File: src/rtl/dsp_buf_pkg.sv
// Shared constants for the chunked sample buffer: default sizes used by the
// writer, FIFO and reader stages, plus the writer state encoding.
package dsp_buf_pkg;

  localparam int SAMPLE_SIZE_DEF  = 24;
  localparam int IO_BUFF_SIZE_DEF = 64;
  localparam int FIFO_DEPTH_DEF   = 16;

  typedef enum logic [2:0] {
    WR_IDLE   = 3'd0,
    WR_FILL   = 3'd1,
    WR_PAD    = 3'd2,
    WR_LAST   = 3'd3,
    WR_COMMIT = 3'd4
  } wr_state_e;

endpackage

File: src/rtl/chunk_credit_counter.sv
// Saturating count of occupied chunk slots, incremented on commit and
// decremented on consumption, with a sticky underflow flag.
module chunk_credit_counter
  import dsp_buf_pkg::*;
#(
  parameter int FIFO_DEPTH = FIFO_DEPTH_DEF,
  parameter int CNT_BITS   = $clog2(FIFO_DEPTH + 1)
) (
  input  logic                clk,
  input  logic                rst,
  input  logic                inc,
  input  logic                dec,
  output logic [CNT_BITS-1:0] count,
  output logic                underflow_err
);

  localparam logic [CNT_BITS-1:0] FULL = CNT_BITS'(FIFO_DEPTH);

  // NOTE: sequential state is written only with non-blocking assignments so
  // every flop samples pre-edge values regardless of block ordering.
  always_ff @(posedge clk) begin
    if (!rst) begin
      count         <= '0;
      underflow_err <= 1'b0;
    end else if (inc && !dec) begin
      if (count != FULL) count <= count + CNT_BITS'(1);
    end else if (dec && !inc) begin
      if (count == '0) underflow_err <= 1'b1;
      else             count         <= count - CNT_BITS'(1);
    end
  end

endmodule

File: src/rtl/chunk_writer.sv
// Packs a valid/ready sample stream into IO_BUFF_SIZE-sample chunks for the
// chunked FIFO, zero-padding on flush and stalling while the FIFO is full.
module chunk_writer
  import dsp_buf_pkg::*;
#(
  parameter int SAMPLE_SIZE      = SAMPLE_SIZE_DEF,
  parameter int IO_BUFF_SIZE     = IO_BUFF_SIZE_DEF,
  parameter int IO_BUFF_PTR_BITS = $clog2(IO_BUFF_SIZE),
  parameter int FIFO_DEPTH       = FIFO_DEPTH_DEF,
  parameter int CNT_BITS         = $clog2(FIFO_DEPTH + 1)
) (
  input  logic                        clk,
  input  logic                        rst,
  input  logic                        s_valid,
  output logic                        s_ready,
  input  logic [SAMPLE_SIZE-1:0]      s_sample,
  input  logic                        flush,
  input  logic                        read_done,
  output logic                        fill,
  output logic [IO_BUFF_PTR_BITS-1:0] write_ptr,
  output logic [SAMPLE_SIZE-1:0]      write_sample,
  output logic                        fill_done,
  output logic [CNT_BITS-1:0]         chunks_used,
  output logic                        underflow_err
);

  localparam logic [IO_BUFF_PTR_BITS-1:0] LAST_IDX = IO_BUFF_PTR_BITS'(IO_BUFF_SIZE - 1);
  localparam logic [CNT_BITS-1:0]         FULL     = CNT_BITS'(FIFO_DEPTH);

  wr_state_e                   state, state_n;
  logic [IO_BUFF_PTR_BITS-1:0] wr_idx, wr_idx_n;
  logic [IO_BUFF_PTR_BITS-1:0] write_ptr_n;
  logic [SAMPLE_SIZE-1:0]      write_sample_n;
  logic                        fill_n, fill_done_n;
  logic                        accept;

  assign s_ready = (state == WR_FILL);
  assign accept  = s_valid && s_ready;

  // NOTE: every signal driven here is given a default before the case so no
  // path leaves it unassigned, which would otherwise infer a latch.
  always_comb begin
    state_n        = state;
    wr_idx_n       = wr_idx;
    fill_n         = 1'b0;
    fill_done_n    = 1'b0;
    write_ptr_n    = write_ptr;
    write_sample_n = write_sample;
    case (state)
      WR_IDLE: begin
        wr_idx_n = '0;
        if (chunks_used < FULL) state_n = WR_FILL;
      end
      WR_FILL: begin
        if (accept) begin
          fill_n         = 1'b1;
          write_ptr_n    = wr_idx;
          write_sample_n = s_sample;
          wr_idx_n       = wr_idx + IO_BUFF_PTR_BITS'(1);
          if (wr_idx == LAST_IDX) state_n = WR_LAST;
          else if (flush)         state_n = WR_PAD;
        end else if (flush && wr_idx != '0) begin
          state_n = WR_PAD;
        end
      end
      WR_PAD: begin
        fill_n         = 1'b1;
        write_ptr_n    = wr_idx;
        write_sample_n = '0;
        wr_idx_n       = wr_idx + IO_BUFF_PTR_BITS'(1);
        if (wr_idx == LAST_IDX) state_n = WR_LAST;
      end
      WR_LAST: begin
        // Final write is on the bus now; announce the chunk one cycle later.
        fill_done_n = 1'b1;
        state_n     = WR_COMMIT;
      end
      WR_COMMIT: state_n = WR_IDLE;
      default:   state_n = WR_IDLE;
    endcase
  end

  always_ff @(posedge clk) begin
    if (!rst) begin
      state        <= WR_IDLE;
      wr_idx       <= '0;
      fill         <= 1'b0;
      fill_done    <= 1'b0;
      write_ptr    <= '0;
      write_sample <= '0;
    end else begin
      state        <= state_n;
      wr_idx       <= wr_idx_n;
      fill         <= fill_n;
      fill_done    <= fill_done_n;
      write_ptr    <= write_ptr_n;
      write_sample <= write_sample_n;
    end
  end

  chunk_credit_counter #(
    .FIFO_DEPTH (FIFO_DEPTH),
    .CNT_BITS   (CNT_BITS)
  ) u_credit (
    .clk           (clk),
    .rst           (rst),
    .inc           (fill_done),
    .dec           (read_done),
    .count         (chunks_used),
    .underflow_err (underflow_err)
  );

endmodule

File: config.mk
export PLATFORM = sky130hd
export DESIGN_NAME = chunk_writer
export DESIGN_NICKNAME = d
export VERILOG_FILES = /design/src/rtl/dsp_buf_pkg.sv /design/src/rtl/chunk_credit_counter.sv /design/src/rtl/chunk_writer.sv
export SDC_FILE = /design/constraint.sdc
export NUM_CORES = 1
export LEC_CHECK = 0
export BUFFER_PORTS_ARGS = -buffer_cell sky130_fd_sc_hd__buf_2
export CORE_ASPECT_RATIO = 0.9
export CORE_MARGIN = 2
export CORE_UTILIZATION = 54
export DETAILED_ROUTE_END_ITERATION = 16
export MAX_ROUTING_LAYER = met4
export PLACE_DENSITY = 0.89
export SYNTH_ARGS = -nofsm -noshare
export SYNTH_HDL_FRONTEND = slang
export SYNTH_HIERARCHICAL = 1
export SYNTH_SLANG_ARGS = --single-unit
File: constraint.sdc
create_clock -name clk -period 4.6 [get_ports clk]
set_clock_uncertainty 0.2 [all_clocks]
set_input_delay 0.92 -clock clk [delete_from_list [all_inputs] [get_ports clk]]
set_output_delay 0.92 -clock clk [all_outputs]
set_load 0.1 [all_outputs]
# --- Word level (Yosys, flattened, before mapping) ---
# Cells that the tools add are included.
classes:
  addsub: 3
  mux: 20
  n_eq_ne: 12
  n_reduce_logical: 17
  bitwise_logic: 1
  n_lt_le_gt_ge: 1
ops:
  columns: ["cell", "n"]
  rows:
  - ["$pmux 24 s2", 1]
  - ["$mux 24", 1]
  - ["$mux 5", 4]
  - ["$mux 3", 6]
  - ["$pmux 6 s3", 1]
  - ["$mux 6", 2]
  - ["$pmux 3 s4", 1]
  - ["$pmux 6 s2", 1]
  - ["$add 6x1->6 const B", 1]
  - ["$eq 3x2->1 const B", 2]
  - ["$eq 6x6->1 const B", 1]
  - ["$ne 2x2->1 const B", 3]
  - ["$reduce_and 3->1", 2]
  - ["$reduce_bool 6->1", 1]
  - ["$add 5x1->5 const B", 1]
  - ["$logic_not 5->1", 1]
  - ["$lt 5x5->1 const B", 1]
  - ["$ne 5x5->1 const B", 1]
  - ["$sub 5x1->5 const B", 1]
  - ["$logic_and 1x1->1", 4]
  - ["$ne 2x1->1 const B", 2]
  - ["$ne 4x3->1 const B", 1]
  - ["$reduce_and 2->1", 2]
  - ["$reduce_and 4->1", 1]
  - ["9 further kinds", 12]
word_totals:
  word_cells: 62
  ff_bits: 47

# --- Depth between registers and ports, before layout ---
# Gate-level depths: netlist of run 1.
depth:
  ltp_word: 5
  ltp_mapped: 7
  depth_no_buf: 7

# --- Hierarchy ---
# The synthesis of run 1 kept the hierarchy.
by_module_without_submodules:
  columns: ["module", "instances", "cells_each", "area_each_um2"]
  rows:
  - ["chunk_writer", 1, 196, 1720.4]
  - ["chunk_credit_counter", 1, 46, 426.7]

# --- Least setup slack after synthesis of run 1 ---
# Ideal clock, no wire load.
synth_timing:
  path_type: "register to output"
  from: "register state[0]"
  to: "output port s_ready"
  path_stages_with_launch: 3
  setup_slack_ns: 0.788
  arrival_ns: 2.692
  cell_sequence: "dfxtp_1 > buf_4 > nor3b_1"
synth_via:
  elab_chain_len: 1
synth_lines:
  columns: ["item", "line_no", "text"]
  rows:
  - ["start, declared", "chunk_writer.sv:30", "wr_state_e state, state_n;"]
  - ["start signal, assigned", "chunk_writer.sv:92", "state <= state_n;"]
  - ["$eq 3x1->1", "chunk_writer.sv:37", "assign s_ready = (state == WR_FILL);"]
  - ["end, declared", "chunk_writer.sv:15", "output logic s_ready,"]
# No other way between the ends.

# --- Final worst setup path of run 1 ---
# Ends and elaborated chain as after synthesis.

==> impl_metrics.env, run 1 <==
export IMPL_status="complete, no violations"
export IMPL_setup_viol=0
export IMPL_numCtsBuffers=5
export IMPL_drt_vias_per_instance=5.25
export IMPL_power_density_nw_per_um2=712
export IMPL_synth_area_per_cell_um2=8.87
export IMPL_area_growth_pct=20.6
export IMPL_clk_pin_slew_ns=0.08
export IMPL_grt_usage_pct=20.4
export IMPL_worst_ep_required_time_ns=3.48
export IMPL_grt_max_degree=26
export IMPL_fin_crit_sh_pct=63.1
export IMPL_cts_setup_buffers=0
export IMPL_async_flop_share_pct=0
export IMPL_synth_top_area_share_pct=43.8
export IMPL_rsz0062_at_grt="false"
export IMPL_clock_fmax_mhz=345
export IMPL_cts_root_buf="clkbuf_8"
export IMPL_gr_total_overflow=0
export IMPL_multi_input_area_um2=1120
export IMPL_fillCellCount=310
export IMPL_max_slew_margin_pct=40.4
export IMPL_yosys_warnings=6
export IMPL_start_kind="flip-flop"
export IMPL_drc=0
export IMPL_layout_common_cells="buf_2 (67), nand2_1 (57), dfxtp_1 (47)"
export IMPL_synth_seq_area_share_pct=43.8
export IMPL_io_pin_count=68
export IMPL_clock_latency_ns=0.29
export IMPL_clkSinkCount=47
export IMPL_post_drt_wl_per_cell_um=12.4
export IMPL_gp_congestion=0.857
export IMPL_antennaDiodeCount=0
export IMPL_fp_dieW_um=70.5
export IMPL_crit_arrival_ns=1.78
export IMPL_cp_end_kind="primary output"
export IMPL_clockBufferDepth=2
export IMPL_final_seq_area_um2=941
export IMPL_drt_iter0_markers=77
export IMPL_die_h_um=63.8
export IMPL_cts_tree="done"
export IMPL_synth_edf_count=0
export IMPL_cp_max_fo=20
export IMPL_grt_antenna_before_repair=0
export IMPL_yosysUniqueCellTypes=46
export IMPL_start_util_pct=57.1
export IMPL_vdd_ir_drop_max_mv=0.528
export IMPL_drtAntennaViolNets=0
export IMPL_path_class="reg2out"
export IMPL_holdPathStages=2
export IMPL_synth_area_leaders="dfxtp_1 (44%), nand2_1 (10%), a21oi_1 (6.8%), ha_1 (2.9%), mux2i_1 (2.8%)"
export IMPL_dr_pass1_iters=4
export IMPL_syn_area_um2=2150
export IMPL_io_buffers=67
export IMPL_reg2reg_depth=7
export IMPL_synth_cells=242
export IMPL_hold_path_class="reg2reg"
export IMPL_num_rows=21
export IMPL_first_global_vias=1648
export IMPL_hold_buffers=0
export IMPL_drv_slew=0
export IMPL_grt_pass1_wl_mm=7.22
export IMPL_drive_gt1_share_pct=28.4
export IMPL_yosysTopAreaCell="dfxtp_1"
export IMPL_wl_mm=4.38
export IMPL_dp_hpwl_mm=3.12
export IMPL_yosys_register_bits=47
export IMPL_dr_total_vias=1848
export IMPL_nets=340
export IMPL_setup_tns_ns=0
export IMPL_postSynthNetCount=277
export IMPL_layout_min_cycle_time_ns=2.90
export IMPL_core_area_um2=3760
export IMPL_cts_htree_levels=2
export IMPL_p_leak_nw=1.09
export IMPL_ys_flop_type="dfxtp_1"
export IMPL_hold_viol_final=0
export IMPL_final_common_cell="buf_2"
export IMPL_fp_dieArea_um2=4500
export IMPL_drv_cap=0
export IMPL_holdWs_ns=0.253
export IMPL_postCtsResizedCells=0
export IMPL_tightestPinTransition_ns=0.894
metal layers:
layer,vias to the layer above,track usage (%),wire length [µm],share of wire [%]
met5,-,-,0,0
met4,0,5.77,41,0.94
met3,4,4.73,294,6.7
met2,62,33.8,2010,46
met1,823,24.9,2040,46
li1,959,-,-,-
metrics by stage:
step / utilization (%) / total power, mW / cells / cell area, µm² / setup slack [ns]
floorplan: - / 1.45 / 242 / 2150 / 0.788
CTS: 68.9 / 1.85 / 352 / 2590 / 1.70
detailed placement: 66.3 / 1.59 / 344 / 2490 / 1.60
global route: 68.9 / 1.94 / 352 / 2590 / 1.59
global placement: 66.3 / 1.57 / 344 / 2490 / 1.74
finish: 68.9 / 1.85 / 352 / 2590 / 1.70
logic make-up (layout without fill, tap and decap cells):
| logic type | Yosys count | after routing | share of synthesized area (%) |
|---|---|---|---|
| simple gates | 100 | 100 | 23.9 |
| compound gates | 55 | 55 | 17.6 |
| flops | 47 | 47 | 43.8 |
| buf+inv | 20 | 84 | 4.02 |
| mux | 8 | 8 | 4.37 |
| fa+ha+maj | 6 | 6 | 3.85 |
| xor+xnor | 6 | 6 | 2.45 |
area by class of cell:
cell class	instances	area share (%)
multi-input combinational	175	43.2
inverter	8	1.16
timing repair buffer	68	13.2
tap	46	2.22
clock inverter	2	0.628
sequential	47	36.3
clock buffer	6	3.19
critical path: stages, from the launching register on:
cell and delay (ns):
dfxtp_1 0.73, nor3b_1 0.29, buf_2 0.47
cells in the mapped netlist (2+ instances only):
library cell and number:
nand2_1 57, o21a_1 2, a21oi_1 29, and4_1 3, xnor2_1 6, a2111oi_2 3, or3b_1 2, o31ai_1 3
clkbuf_1 5, buf_2 6, o21ai_0 4, nor3_1 4, nand2b_1 2, a21o_1 2, ha_1 5, dfxtp_1 47
mux2i_1 6, a211oi_1 3, nor2_1 11, nor2b_1 8, inv_1 8, and2_1 2
state kept, by name (all words and copies together) (netlist names):
| name | flops |
|---|---|
| u_credit/underflow_err | 1 |
| state | 3 |
| fill_done | 1 |
| fill | 1 |
| wr_idx | 6 |
| write_sample | 24 |
| u_credit/count | 5 |
| write_ptr | 6 |
worst paths after layout:
| check | from | end | slack (ns) |
|---|---|---|---|
| max reg2reg | fill_done$_SDFF_PN0_ | u_credit/count[4]$_SDFFE_PN0P_ | 2.24 |
| min reg2reg | write_sample[23]$_SDFFE_PN0P_ | write_sample[23]$_SDFFE_PN0P_ | 0.25 |
| min | write_sample[23]$_SDFFE_PN0P_ | write_sample[23]$_SDFFE_PN0P_ | 0.25 |
| max | state[0]$_SDFFE_PN0P_ | s_ready | 1.70 |
where the power goes:
group / leakage (nW) / switching [mW] / total [mW] / internal, mW
Sequential: 0.382 / 0.102 / 0.586 / 0.484
Combinational: 0.660 / 0.746 / 1.00 / 0.258
Clock: 0.0474 / 0.133 / 0.256 / 0.123
No activity file was read; power rests on OpenSTA's default activity.
==> run 2, diff against run 1 <==
--- a/config.mk
+++ b/config.mk
@@ -8,10 +8,10 @@
 export BUFFER_PORTS_ARGS = -buffer_cell sky130_fd_sc_hd__buf_2
 export CORE_ASPECT_RATIO = 0.9
 export CORE_MARGIN = 2
-export CORE_UTILIZATION = 54
+export CORE_UTILIZATION = 45
 export DETAILED_ROUTE_END_ITERATION = 16
 export MAX_ROUTING_LAYER = met4
-export PLACE_DENSITY = 0.89
+export PLACE_DENSITY = 0.8
 export SYNTH_ARGS = -nofsm -noshare
 export SYNTH_HDL_FRONTEND = slang
 export SYNTH_HIERARCHICAL = 1
==> constraint.sdc (replaced) <==
create_clock -name clk -period 2.5 [get_ports clk]
set_clock_uncertainty 0.2 [all_clocks]
set_input_delay 0.5 -clock clk [delete_from_list [all_inputs] [get_ports clk]]
set_output_delay 0.5 -clock clk [all_outputs]
set_load 0.1 [all_outputs]
==> run 2 against run 1 <==
Compared with the run above: sequential share of layout area down 1.4 points; critical path depth rose by 5; register-to-register slack got worse by 2.0 ns; first-iteration DRC count decreased by 10%; final area increased by 4.3%; final cell count rose by 6.3%; power grew 94%; combinational power grew 91%; setup slack got worse by 1.4 ns; sequential power is 79% higher; worst hold slack got worse by 0.019 ns; critical endpoint is now u_credit/count[4]$_SDFFE_PN0P_; largest cell class unchanged.
==> impl_metrics.env, run 2 (synthesized netlist as in run 1, its figures left out) <==
export IMPL_grt_usage_pct=17.3
export IMPL_cts_root_buf="clkbuf_8"
export IMPL_dr_pass1_iters=6
export IMPL_tightestPinTransition_ns=0.666
export IMPL_clkSinkCount=47
export IMPL_max_slew_margin_pct=55.3
export IMPL_rsz0062_at_grt="false"
export IMPL_antennaDiodeCount=0
export IMPL_dp_hpwl_mm=3.21
export IMPL_status="complete, no violations"
export IMPL_setup_tns_ns=0
export IMPL_setup_viol=0
export IMPL_crit_arrival_ns=2.23
export IMPL_placed_area_um2=2570
export IMPL_numCtsBuffers=5
export IMPL_fin_crit_sh_pct=88.9
export IMPL_grt_antenna_before_repair=0
export IMPL_hold_buffers=0
export IMPL_start_util_pct=47.5
export IMPL_clk_pin_slew_ns=0.10
export IMPL_regMostFlops="write_sample"
export IMPL_layout_common_cells="buf_2 (67), nand2_1 (57), dfxtp_1 (46)"
export IMPL_grt_max_degree=25
export IMPL_core_area_um2=4520
export IMPL_power_density_nw_per_um2=1320
export IMPL_drive_gt1_share_pct=30.4
export IMPL_drc=0
export IMPL_post_drt_wl_per_cell_um=12.0
export IMPL_fp_dieW_um=76.8
export IMPL_layout_min_cycle_time_ns=2.22
export IMPL_worst_ep_required_time_ns=2.51
export IMPL_io_pin_count=68
export IMPL_drt_vias_per_instance=5.03
export IMPL_final_cell_area_um2=2700
export IMPL_nets=346
export IMPL_gr_total_overflow=0
export IMPL_reg_top3="write_sample (24), wr_idx (6), write_ptr (6)"
export IMPL_hold_path_class="in2reg"
export IMPL_cp_end_kind="flip-flop"
export IMPL_clock_fmax_mhz=450
export IMPL_cts_setup_buffers=0
export IMPL_num_rows=23
export IMPL_cts_tree="done"
export IMPL_drt_iter0_markers=69
export IMPL_wl_mm=4.51
export IMPL_cp_max_fo=5
export IMPL_post_place_ws_ns=0.0503
export IMPL_clock_latency_ns=0.30
export IMPL_cts_htree_levels=2
export IMPL_postCtsResizedCells=0
export IMPL_final_util_pct=59.8
export IMPL_path_class="reg2reg"
export IMPL_area_growth_pct=25.9
export IMPL_regToRegSetupSlack_ns=0.28
export IMPL_start_kind="flip-flop"
export IMPL_largest_reg_flops=24
export IMPL_final_common_cell="buf_2"
export IMPL_fp_dieArea_um2=5340
export IMPL_drtAntennaViolNets=0
export IMPL_hold_viol_final=0
export IMPL_fillCellCount=417
export IMPL_die_h_um=69.5
export IMPL_finalWorstSetupSlack_ns=0.278
export IMPL_drv_cap=0
export IMPL_first_global_vias=1662
export IMPL_grt_pass1_wl_mm=7.35
export IMPL_vdd_ir_drop_max_mv=0.883
export IMPL_holdWs_ns=0.234
export IMPL_dr_total_vias=1881
export IMPL_p_leak_nw=1.14
export IMPL_reg2reg_depth=7
export IMPL_gp_congestion=0.891
export IMPL_clockBufferDepth=2
export IMPL_holdPathStages=3
export IMPL_io_buffers=67
export IMPL_drv_slew=0
-- run 2: layer usage --
| metal | vias to the layer above | global-route usage [%] | wire length (µm) |
|---|---|---|---|
| li1 | 972 | - | - |
| met1 | 846 | 20.9 | 2090 |
| met2 | 56 | 27.4 | 2050 |
| met3 | 7 | 4.43 | 298 |
| met4 | 0 | 7.27 | 68 |
| met5 | - | - | 0 |
-- run 2: path summary, 6_finish.rpt --
| check | start | endpoint |
|---|---|---|
| max | fill_done$_SDFF_PN0_ | u_credit/count[4]$_SDFFE_PN0P_ |
| min | s_sample[17] | write_sample[17]$_SDFFE_PN0P_ |
| max reg2reg | fill_done$_SDFF_PN0_ | u_credit/count[4]$_SDFFE_PN0P_ |
| min reg2reg | write_sample[18]$_SDFFE_PN0P_ | write_sample[18]$_SDFFE_PN0P_ |
-- run 2: stage by stage --
step	cells	power, mW
after floorplan	242	2.68
after CTS	374	3.61
after detailed placement	366	2.99
final	374	3.58
after global placement	366	2.96
after global routing	374	3.79
-- run 2: power by group --
group	switching (mW)	internal (mW)
combinational	1.40	0.514
clock	0.258	0.359
sequential	0.161	0.890
-- run 2: layout make-up --
type                    count  area, µm²  share of cell area [%]
clock buffers               6       93.8                    3.47
clock inverters             2       37.5                    1.39
inverters                   8       30.0                    1.11
multi-input cells         175       1130                    41.9
flip-flops and latches     47        945                    35.0
well taps                  62       77.6                    2.87
repair buffers             74        388                    14.4
-- run 2: worst max-delay path, cell delays in order, from the launching register on --
cell and delay [ns]:
dfxtp_4 0.36, nor2b_1 0.21, inv_1 0.16, fa_1 0.41
a21o_1 0.19, a21oi_1 0.16, mux4_2 0.30, and2_1 0.16
==> run 3, diff against run 2 <==
--- a/config.mk
+++ b/config.mk
@@ -8,10 +8,10 @@
 export BUFFER_PORTS_ARGS = -buffer_cell sky130_fd_sc_hd__buf_2
 export CORE_ASPECT_RATIO = 0.9
 export CORE_MARGIN = 2
-export CORE_UTILIZATION = 45
+export CORE_UTILIZATION = 50
 export DETAILED_ROUTE_END_ITERATION = 16
 export MAX_ROUTING_LAYER = met4
-export PLACE_DENSITY = 0.8
+export PLACE_DENSITY = 0.79
 export SYNTH_ARGS = -nofsm -noshare
 export SYNTH_HDL_FRONTEND = slang
 export SYNTH_HIERARCHICAL = 1
==> constraint.sdc (replaced) <==
create_clock -name clk -period 2.25 [get_ports clk]
set_clock_uncertainty 0.2 [all_clocks]
set_input_delay 0.45 -clock clk [delete_from_list [all_inputs] [get_ports clk]]
set_output_delay 0.45 -clock clk [all_outputs]
set_load 0.1 [all_outputs]
==> run 3 against run 2 <==
Compared with the run above: sequential share of layout area rose by 0.45 points; setup slack got worse by 0.094 ns; first-iteration DRC count rose by 5.8%; critical endpoint unchanged.
==> impl_metrics.env, run 3 (synthesized netlist as in run 1, its figures left out) <==
export IMPL_status="complete, no violations"
export IMPL_setup_tns_ns=0
export IMPL_num_rows=22
export IMPL_tightestPinTransition_ns=0.678
export IMPL_drt_vias_per_instance=5.18
export IMPL_first_global_vias=1678
export IMPL_final_common_cell="buf_2"
export IMPL_drt_met1_wl_mm=2.10
export IMPL_area_growth_pct=24.9
export IMPL_cts_tree="done"
export IMPL_fp_dieArea_um2=4840
export IMPL_power_total_mw=3.87
export IMPL_cp_max_fo=6
export IMPL_cts_setup_buffers=0
export IMPL_clockBufferDepth=2
export IMPL_cts_htree_levels=2
export IMPL_postCtsResizedCells=0
export IMPL_routed_top_layer="met4"
export IMPL_layout_common_cells="buf_2 (66), nand2_1 (57), dfxtp_1 (42)"
export IMPL_grt_usage_pct=19.5
export IMPL_combPwrFrac_pct=55.6
export IMPL_worst_ep_required_time_ns=2.25
export IMPL_dr_wl_met3_um=209
export IMPL_dr_total_vias=1866
export IMPL_fillCellCount=371
export IMPL_finalWorstSetupSlack_ns=0.184
export IMPL_reg2reg_depth=7
export IMPL_drive_gt1_share_pct=32.7
export IMPL_rsz0062_at_grt="false"
export IMPL_die_h_um=66.2
export IMPL_hp_start="s_sample[21]"
export IMPL_start_kind="flip-flop"
export IMPL_power_density_nw_per_um2=1440
export IMPL_grt_antenna_before_repair=0
export IMPL_antennaDiodeCount=0
export IMPL_switching_share_pct=52.2
export IMPL_largest_reg_flops=24
export IMPL_fin_crit_sh_pct=91.8
export IMPL_switchingPower_mw=2.02
export IMPL_holdPathStages=3
export IMPL_vdd_ir_drop_max_mv=1.08
export IMPL_hold_viol_final=0
export IMPL_max_stage_delay_ns=0.36
export IMPL_wl_mm=4.32
export IMPL_r2r_start="fill_done$_SDFF_PN0_"
export IMPL_crit_arrival_ns=2.07
export IMPL_clock_latency_ns=0.30
export IMPL_io_buffers=67
export IMPL_clock_fmax_mhz=484
export IMPL_p_leak_nw=1.13
export IMPL_layout_min_cycle_time_ns=2.07
export IMPL_internal_power_mw=1.85
export IMPL_seq_power_share_pct=30.8
export IMPL_cp_end_kind="flip-flop"
export IMPL_regMostFlops="write_sample"
export IMPL_io_pin_count=68
export IMPL_setup_viol=0
export IMPL_nets=346
export IMPL_dr_pass1_iters=4
export IMPL_clkSinkCount=47
export IMPL_holdWs_ns=0.178
export IMPL_drv_cap=0
export IMPL_p_clk_share_pct=13.6
export IMPL_cts_root_buf="clkbuf_8"
export IMPL_reg_top3="write_sample (24), wr_idx (6), write_ptr (6)"
export IMPL_hold_path_class="in2reg"
export IMPL_cp_cell_sequence="nor2b_4 -> inv_2 -> fa_2 -> a21o_1 -> a21oi_1 -> mux4_2 -> and2_1"
export IMPL_path_class="reg2reg"
export IMPL_reg2reg_to="u_credit/count[4]$_SDFFE_PN0P_"
export IMPL_clk_pin_slew_ns=0.09
export IMPL_crit_slowest_cell="dfxtp_4"
export IMPL_drtAntennaViolNets=0
export IMPL_numCtsBuffers=5
export IMPL_hold_buffers=0
export IMPL_gp_congestion=0.862
export IMPL_grt_max_degree=25
export IMPL_fp_dieW_um=73.1
export IMPL_route_met2_wl_mm=1.96
export IMPL_hold_path_endpoint="write_sample[21]$_SDFFE_PN0P_"
export IMPL_drt_iter0_markers=73
export IMPL_post_place_ws_ns=-0.0291
export IMPL_core_area_um2=4100
export IMPL_drc=0
export IMPL_gr_total_overflow=0
export IMPL_start_util_pct=52.3
export IMPL_regToRegSetupSlack_ns=0.18
export IMPL_post_drt_wl_per_cell_um=12.0
export IMPL_grt_pass1_wl_mm=7.28
export IMPL_max_slew_margin_pct=54.4
export IMPL_dp_hpwl_mm=3.07
export IMPL_drv_slew=0
run 3: area by class of cell:
type | count | area [µm²] | area share, %
Clock inverter | 2 | 16.3 | 0.606
Multi-Input combinational cell | 175 | 1140 | 42.5
Sequential cell | 47 | 950 | 35.4
Inverter | 8 | 30.0 | 1.12
Clock buffer | 6 | 82.6 | 3.08
Tap cell | 48 | 60.1 | 2.24
Timing Repair Buffer | 74 | 403 | 15.0
run 3: worst max-delay path by stage:
stage               depth (start not counted)  slack, ns                        endpoint                  start
finish                                      7       0.18  u_credit/count[4]$_SDFFE_PN0P_   fill_done$_SDFF_PN0_
global route                                2       0.08                         s_ready  state[0]$_SDFFE_PN0P_
CTS                                         7       0.17  u_credit/count[4]$_SDFFE_PN0P_   fill_done$_SDFF_PN0_
detailed placement                          8      -0.03  u_credit/count[4]$_SDFFE_PN0P_              read_done
global placement                            8       0.03  u_credit/count[4]$_SDFFE_PN0P_              read_done
floorplan                                   5       0.02           state[1]$_SDFFE_PN0P_  state[0]$_SDFFE_PN0P_
run 3: critical path, delay by kind of cell (launching register included):
| family | cells | cell delay, ns |
|---|---|---|
| AOI/OAI and AO/OA | 2 | 0.37 |
| adders and majority gates | 1 | 0.35 |
| buffers and inverters | 1 | 0.07 |
| DFF | 1 | 0.36 |
| muxes | 1 | 0.31 |
| and+or+nand+nor | 2 | 0.31 |
run 3: stage by stage:
stage | cells | util [%] | area (µm²)
after floorplan | 242 | - | 2180
after global placement | 352 | 63.0 | 2580
after detailed placement | 352 | 63.0 | 2580
after CTS | 360 | 65.4 | 2680
after global routing | 360 | 65.4 | 2680
final | 360 | 65.4 | 2680
run 3: layer usage:
metal | vias to the layer above | track usage, %
met5 | - | -
li1 | 972 | -
met2 | 46 | 31.2
met4 | 0 | 5.56
met3 | 8 | 4.27
met1 | 840 | 24.7
run 3: power groups by stage:
| stage | clock network [mW] | logic (mW) | registers, mW |
|---|---|---|---|
| 2_1_floorplan | 0 | 0.937 | 2.05 |
| 3_3_place_gp | 0 | 2.13 | 1.21 |
| 3_5_place_dp | 0 | 2.15 | 1.21 |
| 4_1_cts | 0.547 | 2.16 | 1.19 |
| 5_1_grt | 0.584 | 2.29 | 1.22 |
| 6_report | 0.527 | 2.15 | 1.19 |
